$ cat src/rtl/wb_slave_decoder.sv
// Wishbone slave-side decoder: window decode, routing, default slave, bus-timeout watchdog.
// Optional error log / status register enabled by defining WB_DEC_ERRLOG_EN.
module wb_slave_decoder #(
  parameter int                    DATAW     = 32,
  parameter int                    ADDRW     = 20,
  parameter int                    NSLV      = 2,
  parameter logic [NSLV*ADDRW-1:0] SLV_BASE  = {20'h00000, 20'hE0000},
  parameter logic [NSLV*ADDRW-1:0] SLV_MASK  = {20'h00000, 20'hFFF00},
  parameter int                    TIMEOUT   = 16,
  parameter logic [DATAW-1:0]      DFLT_DATA = 32'hBADC0DE0,
  parameter logic [ADDRW-1:0]      STAT_ADDR = 20'hEFF00
) (
  input  logic                  clk,
  input  logic                  rst_n,
  input  logic [ADDRW-1:0]      wbm_adr_i,
  input  logic [DATAW-1:0]      wbm_dat_i,
  input  logic                  wbm_we_i,
  input  logic                  wbm_stb_i,
  input  logic                  wbm_cyc_i,
  output logic [DATAW-1:0]      wbm_dat_o,
  output logic                  wbm_ack_o,
  output logic [ADDRW-1:0]      wbs_adr_o,
  output logic [DATAW-1:0]      wbs_dat_o,
  output logic                  wbs_we_o,
  output logic [NSLV-1:0]       wbs_stb_o,
  output logic [NSLV-1:0]       wbs_cyc_o,
  input  logic [NSLV*DATAW-1:0] wbs_dat_i,
  input  logic [NSLV-1:0]       wbs_ack_i,
  output logic                  err_o
);

  localparam int SELW = (NSLV > 1) ? $clog2(NSLV) : 1;
  localparam int CNTW = $clog2(TIMEOUT);

  localparam logic [2:0] ST_IDLE = 3'd0;
  localparam logic [2:0] ST_BUSY = 3'd1;
  localparam logic [2:0] ST_DFLT = 3'd2;
  localparam logic [2:0] ST_TOUT = 3'd3;
  localparam logic [2:0] ST_STAT = 3'd4;

`ifdef WB_DEC_ERRLOG_EN
  localparam bit STAT_EN = 1'b1;
`else
  localparam bit STAT_EN = 1'b0;
`endif

  logic [2:0]      state;
  logic [SELW-1:0] sel;
  logic [CNTW-1:0] cnt;
  logic            hit;
  logic [SELW-1:0] hit_idx;
  logic            stat_hit;
  logic            req;
  logic [DATAW-1:0] stat_rdata;

  assign req      = wbm_cyc_i & wbm_stb_i;
  assign stat_hit = STAT_EN && (wbm_adr_i == STAT_ADDR);

  // Scan downward so the lowest matching index wins.
  always_comb begin
    hit     = 1'b0;
    hit_idx = '0;
    for (int i = NSLV - 1; i >= 0; i--) begin
      if ((SLV_MASK[i*ADDRW +: ADDRW] != '0) &&
          ((wbm_adr_i & SLV_MASK[i*ADDRW +: ADDRW])
            == SLV_BASE[i*ADDRW +: ADDRW])) begin
        hit     = 1'b1;
        hit_idx = SELW'(i);
      end
    end
  end

  assign wbs_adr_o = rst_n ? wbm_adr_i : '0;
  assign wbs_dat_o = rst_n ? wbm_dat_i : '0;
  assign wbs_we_o  = rst_n & wbm_we_i;

  always_comb begin
    wbs_stb_o = '0;
    wbs_cyc_o = '0;
    wbm_ack_o = 1'b0;
    wbm_dat_o = '0;
    err_o     = 1'b0;
    unique case (state)
      ST_BUSY: begin
        wbs_cyc_o[sel] = wbm_cyc_i;
        wbs_stb_o[sel] = wbm_stb_i & wbm_cyc_i;
        wbm_ack_o      = wbs_ack_i[sel] & wbm_cyc_i;
        wbm_dat_o      = wbs_dat_i[sel*DATAW +: DATAW];
      end
      ST_DFLT, ST_TOUT: begin
        wbm_ack_o = wbm_cyc_i;
        wbm_dat_o = DFLT_DATA;
        err_o     = wbm_cyc_i;
      end
      ST_STAT: begin
        wbm_ack_o = wbm_cyc_i;
        wbm_dat_o = stat_rdata;
      end
      default: ;
    endcase
  end

  always_ff @(posedge clk or negedge rst_n) begin
    if (!rst_n) begin
      state <= ST_IDLE;
      sel   <= '0;
      cnt   <= '0;
    end else begin
      unique case (state)
        ST_IDLE: begin
          cnt <= '0;
          if (req) begin
            if (stat_hit) begin
              state <= ST_STAT;
            end else if (hit) begin
              sel   <= hit_idx;
              state <= ST_BUSY;
            end else begin
              state <= ST_DFLT;
            end
          end
        end
        ST_BUSY: begin
          if (!wbm_cyc_i || wbs_ack_i[sel]) begin
            state <= ST_IDLE;
            sel   <= '0;
            cnt   <= '0;
          end else if (cnt == CNTW'(TIMEOUT - 1)) begin
            state <= ST_TOUT;
            sel   <= '0;
            cnt   <= '0;
          end else begin
            cnt <= cnt + CNTW'(1);
          end
        end
        default: state <= ST_IDLE;
      endcase
    end
  end

`ifdef WB_DEC_ERRLOG_EN
  logic [11:0]      err_cnt;
  logic [ADDRW-1:0] err_adr;

  always_ff @(posedge clk or negedge rst_n) begin
    if (!rst_n) begin
      err_cnt <= '0;
      err_adr <= '0;
    end else if ((state == ST_STAT) && wbm_cyc_i && wbm_we_i) begin
      err_cnt <= '0;
      err_adr <= '0;
    end else if (err_o) begin
      err_adr <= wbm_adr_i;
      if (err_cnt != 12'hFFF)
        err_cnt <= err_cnt + 12'd1;
    end
  end

  assign stat_rdata = DATAW'({err_cnt, err_adr});
`else
  assign stat_rdata = '0;
`endif

endmodule

$ cat config.mk
export PLATFORM = sky130hd
export DESIGN_NAME = wb_slave_decoder
export DESIGN_NICKNAME = d
export VERILOG_FILES = /design/src/rtl/wb_slave_decoder.sv
export SDC_FILE = /design/constraint.sdc
export NUM_CORES = 1
export LEC_CHECK = 0
export CAP_MARGIN = 40
export CORE_AREA = 2 2 82 84
export CTS_CLUSTER_DIAMETER = 100
export DETAILED_ROUTE_END_ITERATION = 6
export DIE_AREA = 0 0 84 86
export GPL_TIMING_DRIVEN = 0
export PLACE_DENSITY = 0.8
export SETUP_SLACK_MARGIN = 0.4
export SLEW_MARGIN = 20
export SYNTH_ARGS = -nofsm -noshare
export SYNTH_HDL_FRONTEND = slang
export SYNTH_SLANG_ARGS = --single-unit
$ cat constraint.sdc
create_clock -name clk -period 1.3 [get_ports clk]
set_input_delay 0.13 -clock clk [delete_from_list [all_inputs] [get_ports clk]]
set_output_delay 0.13 -clock clk [all_outputs]
set_load 0.01 [all_outputs]
### Word level (Yosys, flattened, before mapping)

Cells that the tools add are included.

| storage, ports and cells | value |
|---|---|
| flip-flop bits (word level) | 8 |

| cells by class | value |
|---|---|
| reductions and logical operators | 9 |
| shift-type cells | 1 |
| equality and inequality tests | 9 |
| magnitude comparators | 2 |
| mux-type cells | 25 |
| add/sub/neg operators | 1 |
| bitwise gates (word level) | 5 |

Operator list:

| kind | number |
|---|---|
| $pmux 32 s2 | 1 |
| $shiftx 64x7->32 | 1 |
| $mux 32 | 1 |
| $mux 20 | 1 |
| $eq 12x12->1 const B | 1 |
| $mux 1 | 9 |
| $mux 3 | 3 |
| $mux 4 | 2 |
| $pmux 4 s2 | 1 |
| $eq 3x2->1 const B | 2 |
| $mux 2 | 3 |
| $pmux 3 s2 | 1 |
| $add 4x1->4 const B | 1 |
| $and 2x2->2 | 2 |
| $eq 4x4->1 const B | 1 |
| $ne 2x2->1 const B | 2 |
| $pmux 1 s2 | 2 |
| $reduce_and 4->1 | 1 |
| $and 1x1->1 | 3 |
| $eq 3x1->1 const B | 1 |
| $eq 3x3->1 const B | 1 |
| $logic_not 3->1 | 1 |
| $ne 3x3->1 const B | 1 |
| $reduce_or 3->1 | 1 |
| 9 further kinds | 9 |

### Longest topological paths before layout

| logic depth | value |
|---|---|
| depth in word-level cells | 6 |
| mapped depth | 4 |
| depth with buffers taken out | 4 |

### Worst setup path after synthesis

OpenSTA, ideal clock, no wires.

| timing | value |
|---|---|
| path kind | register -> register |
| start | reg state[0] |
| end | reg cnt[2] |
| buffers on the path | 1 |
| arrival | 972 ps |
| library setup time | 126 ps |
| path slack | 202 ps |
| period minus slack after synthesis | 1098 ps |
| cell stages (with the launch flop) | 5 |
| path through | dfrtp_1 > buf_6 > and4bb_4 > a21oi_2 > o22ai_2 |

| between the ends | value |
|---|---|
| cells in the longest elaborated chain, start to end | 2 |
| elaborated cells on any way between the ends | 4 |
| classes of those cells | eq/ne: 1; mux: 1; reduce/logical: 2 |

Ends and longest elaborated chain:

| element | RTL line | text |
|---|---|---|
| from (decl) | 47 | `logic [2:0] state;` |
| from (signal assigned) | 105 | `state <= ST_IDLE;` |
| from (signal assigned) | 114 | `state <= ST_STAT;` |
| from (signal assigned) | 117 | `state <= ST_BUSY;` |
| $eq 3x1->1 or $logic_not 3->1 (tied branches) | 109 | `unique case (state)` |
| $pmux 4 s2 or $reduce_bool 2->1 (tied branches) | -- |  |
| to (signal assigned) | 133 | `cnt <= cnt + CNTW'(1);` |
| to (decl) | 49 | `logic [CNTW-1:0] cnt;` |

Parallel ways exist; a longest one is shown, timed or not.
A chain may end at the register's enable or synchronous reset.

### Worst setup path after layout

| timing | value |
|---|---|
| start | reg state[1] |
| end | out wbs_stb_o[0] |

| between the ends | value |
|---|---|
| cells in the longest elaborated chain, start to end | 2 |

Ends and longest elaborated chain:

| element | RTL line | text |
|---|---|---|
| $eq 3x1->1 | 83 | `unique case (state)` |
| $mux 2 | 83 |  |
| to (decl) | 25 | `output logic [NSLV-1:0] wbs_stb_o,` |

Every way passes these cells.

==> out/metrics.csv <==
stage,metric,value,unit
synth,yosysUniqueCellTypes,34,
setup_path,critPathArrivalTime,1.27,ns
hold_path,holdCritPathClass,in -> async,
clocking,root_buffer,clkbuf_8,
setup_path,critical_path_class,reg -> out,
placed_design,portBuffers,178,
global_routing,grt_pass1_vias,1699,
setup_path,worst_setup_path_end_kind,output port,
placed_design,dp_slack,-0.952,ns
timing,fin_crit,1.40,ns
clocking,insertion_delay,0.23,ns
final_layout,drive_above_1_share,0.432,
setup_path,crit_family,flip-flops,
power_and_ir_drop,design_power_total,1.05,mW
timing,finalHoldViolCount,0,
clocking,cts.sinks,6,
global_routing,antenna_found_initial,0,
drt,drt-wirelength-per-cell,12.6,um
job,cap_violations,0,
synth,synth_cells,139,
final_layout,final_util,0.444,
power_and_ir_drop,p_per_area,376,mW/mm^2
drt,drc,0,
global_routing,grt_first_pass_wirelength,7890,um
placed_design,dp_hpwl,4270,um
placed_design,gp_congestion,0.722,
synth,syn_area,0.00105,sq mm
timing,worst_pin_slew,0.510,ns
global_routing,overflow,0,
drt,routed_via_density,4.14,
final_layout,nets,457,
final_layout,n_fill_cell,661,
setup_path,cp.required,1.17,ns
timing,setup_tns,-2.00,ns
global_routing,grt_max_degree,11,
global_routing,grtUsageTotal,0.134,
timing,holdWs,0.366,ns
setup_path,crit_path_top_delay_cell,dfrtp_1,
setup_path,critPathMaxStageDelay,0.36,ns
timing,finalSetupViolCount,36,
drt,drtIter0Drc,36,
floorplanning,die_h,86,um
synth,avgSynthCellArea,7.56,sq um
run_status,failed_checks,setup timing,
floorplanning,die_w,84,um
timing,rsz0062_at_grt,true,
timing,relSlewSlack,0.656,
clocking,htree_levels,1,
clocking,clk_pin_slew,0.04,ns
timing,layout_setup_ws,-0.105,ns
floorplanning,num_io_pins,214,
drt,antenna_left,0,
final_layout,area_growth,165,%
setup_path,startpoint_type,flip-flop,
timing,fmax,712,MHz
final_layout,diodes,0,
drt,dr.pass1.iters,4,
power_and_ir_drop,vdd_drop_max,0.305,mV
synth,yosysWarnings,0,
floorplanning,rows,29,
clocking,clk_path_buf_depth,2,
setup_path,cpMostUsedCell,buf_6,
floorplanning,start_util,0.167,
clocking,numCtsBuffers,3,
clocking,cts_tree,done,
synth,synth-seq-cells,6,
timing,finalMaxSlewViolations,0,
floorplanning,coreArea,0.00628,sq mm
drt,vias,1691,
synth,ys_seq_area_frac,0.143,
setup_path,path_cells,buf_6 -> nor2b_4 -> buf_6 -> and3_4 -> buf_6,
power_and_ir_drop,power.leakage,1.56,nW
timing,fin_crit_sh,1.08,
setup_path,cp_max_fo,8,
run_status,outcome,"complete, but fails checks",
setup_path,crit_buf_inv,3,
timing,finClkSkew,0.00303,ns
floorplanning,dieArea,0.00722,sq mm
drt,routed_wl,5130,um
-- timing repair --
item / CTS / global route
endpoints found under the setup margin: 95 / 45
cloned: 3 / 0
hold buffers: 1 / 0
pin swaps: 56 / 3
endpoints found under the hold margin: 6 / 0
resized for setup: 461 / 10
setup buffers: 5 / 1
-- synthesized netlist by cell type, drive strengths merged --
master / count / area share
nand2: 3 / 0.011
nand4bb: 1 / 0.026
ha: 1 / 0.012
buf: 6 / 0.048
nor3b: 1 / 0.0071
o31a: 1 / 0.0083
nand4: 1 / 0.0060
nor2b: 3 / 0.025
nor4bb: 1 / 0.0095
a21o: 16 / 0.11
and4bb: 1 / 0.015
a31oi: 2 / 0.012
nor4: 1 / 0.0060
mux2: 1 / 0.011
clkbuf: 7 / 0.026
o22ai: 1 / 0.012
and2b: 2 / 0.014
o211ai: 1 / 0.0071
conb: 1 / 0.0036
a22o: 1 / 0.0083
nor2: 1 / 0.0036
and2: 71 / 0.42
nor4b: 1 / 0.0083
nand3: 1 / 0.0048
inv: 2 / 0.0071
o21ai: 1 / 0.0048
a21oi: 3 / 0.018
dfrtp: 6 / 0.14
and3: 1 / 0.0060
-- layout by cell type (no fill, tap or decap), drive strengths merged, types with 2 or more instances in the layout --
cell,instances
nand2,3
a21oi,3
conb,2
clkdlybuf4s50,34
and2b,2
inv,2
a21o,16
dfrtp,6
and2,71
buf,106
nor2b,3
a31oi,2
dlygate4sd2,54
clkbuf,9
-- report_power, final --
| part | total, mW | switching [mW] | internal, mW |
|---|---|---|---|
| logic | 0.578 | 0.223 | 0.356 |
| registers | 0.190 | 0.000688 | 0.190 |
| clock network | 0.281 | 0.0823 | 0.199 |
-- cell families (layout without fill, tap and decap cells) --
kind of cell / after synthesis / count (layout) / share of synthesized area
AO/OA/AOI/OAI: 26 / 26 / 0.185
multiplexers: 1 / 1 / 0.0107
AND/OR/NAND/NOR: 89 / 89 / 0.565
other: 1 / 2 / 0.00357
buffers and inverters: 15 / 206 / 0.0809
flip-flops: 6 / 6 / 0.143
adder cells (fa/ha/maj): 1 / 1 / 0.0119
-- cell type report --
type | instances | area, sq um | share of cell area
repair buffers | 188 | 1470 | 0.525
multi-input cells | 119 | 913 | 0.327
flip-flops and latches | 6 | 151 | 0.0543
plain buffers | 13 | 115 | 0.0413
well taps | 77 | 96.3 | 0.0345
clock buffers | 3 | 41.3 | 0.0148
inverters | 2 | 7.51 | 0.00269
-- through the flow --
| stage | std cells | cell area (sq um) |
|---|---|---|
| after floorplan | 140 | 1090 |
| after global placement | 395 | 2970 |
| after detailed placement | 395 | 2970 |
| after CTS | 407 | 2750 |
| after global routing | 408 | 2790 |
| final | 408 | 2790 |
-- state kept, by name, summed over array words and instances (netlist names) --
name,flops
state,2
cnt,4
-- final timing paths --
path,depth (start not counted),endpoint,from,slack [ns]
min,2,cnt[0]$_DFFE_PN0P_,rst_n,0.37
max reg2reg,5,cnt[0]$_DFFE_PN0P_,state[1]$_DFFE_PN0P_,0
min reg2reg,1,cnt[1]$_DFFE_PN0P_,cnt[1]$_DFFE_PN0P_,0.62
max,5,wbs_stb_o[0],state[1]$_DFFE_PN0P_,-0.10
max in group asynchronous,2,state[0]$_DFFE_PN0P_,rst_n,0.67
min in group clk,4,state[0]$_DFFE_PN0P_,wbm_adr_i[12],0.41
-- metal layers --
metal  routed length (um)  track usage
met1                 1960        0.145
met2                 2610        0.255
met3                  473       0.0327
met4                   79       0.0469
met5                    0            0
Power figures use the tool's default switching activity.
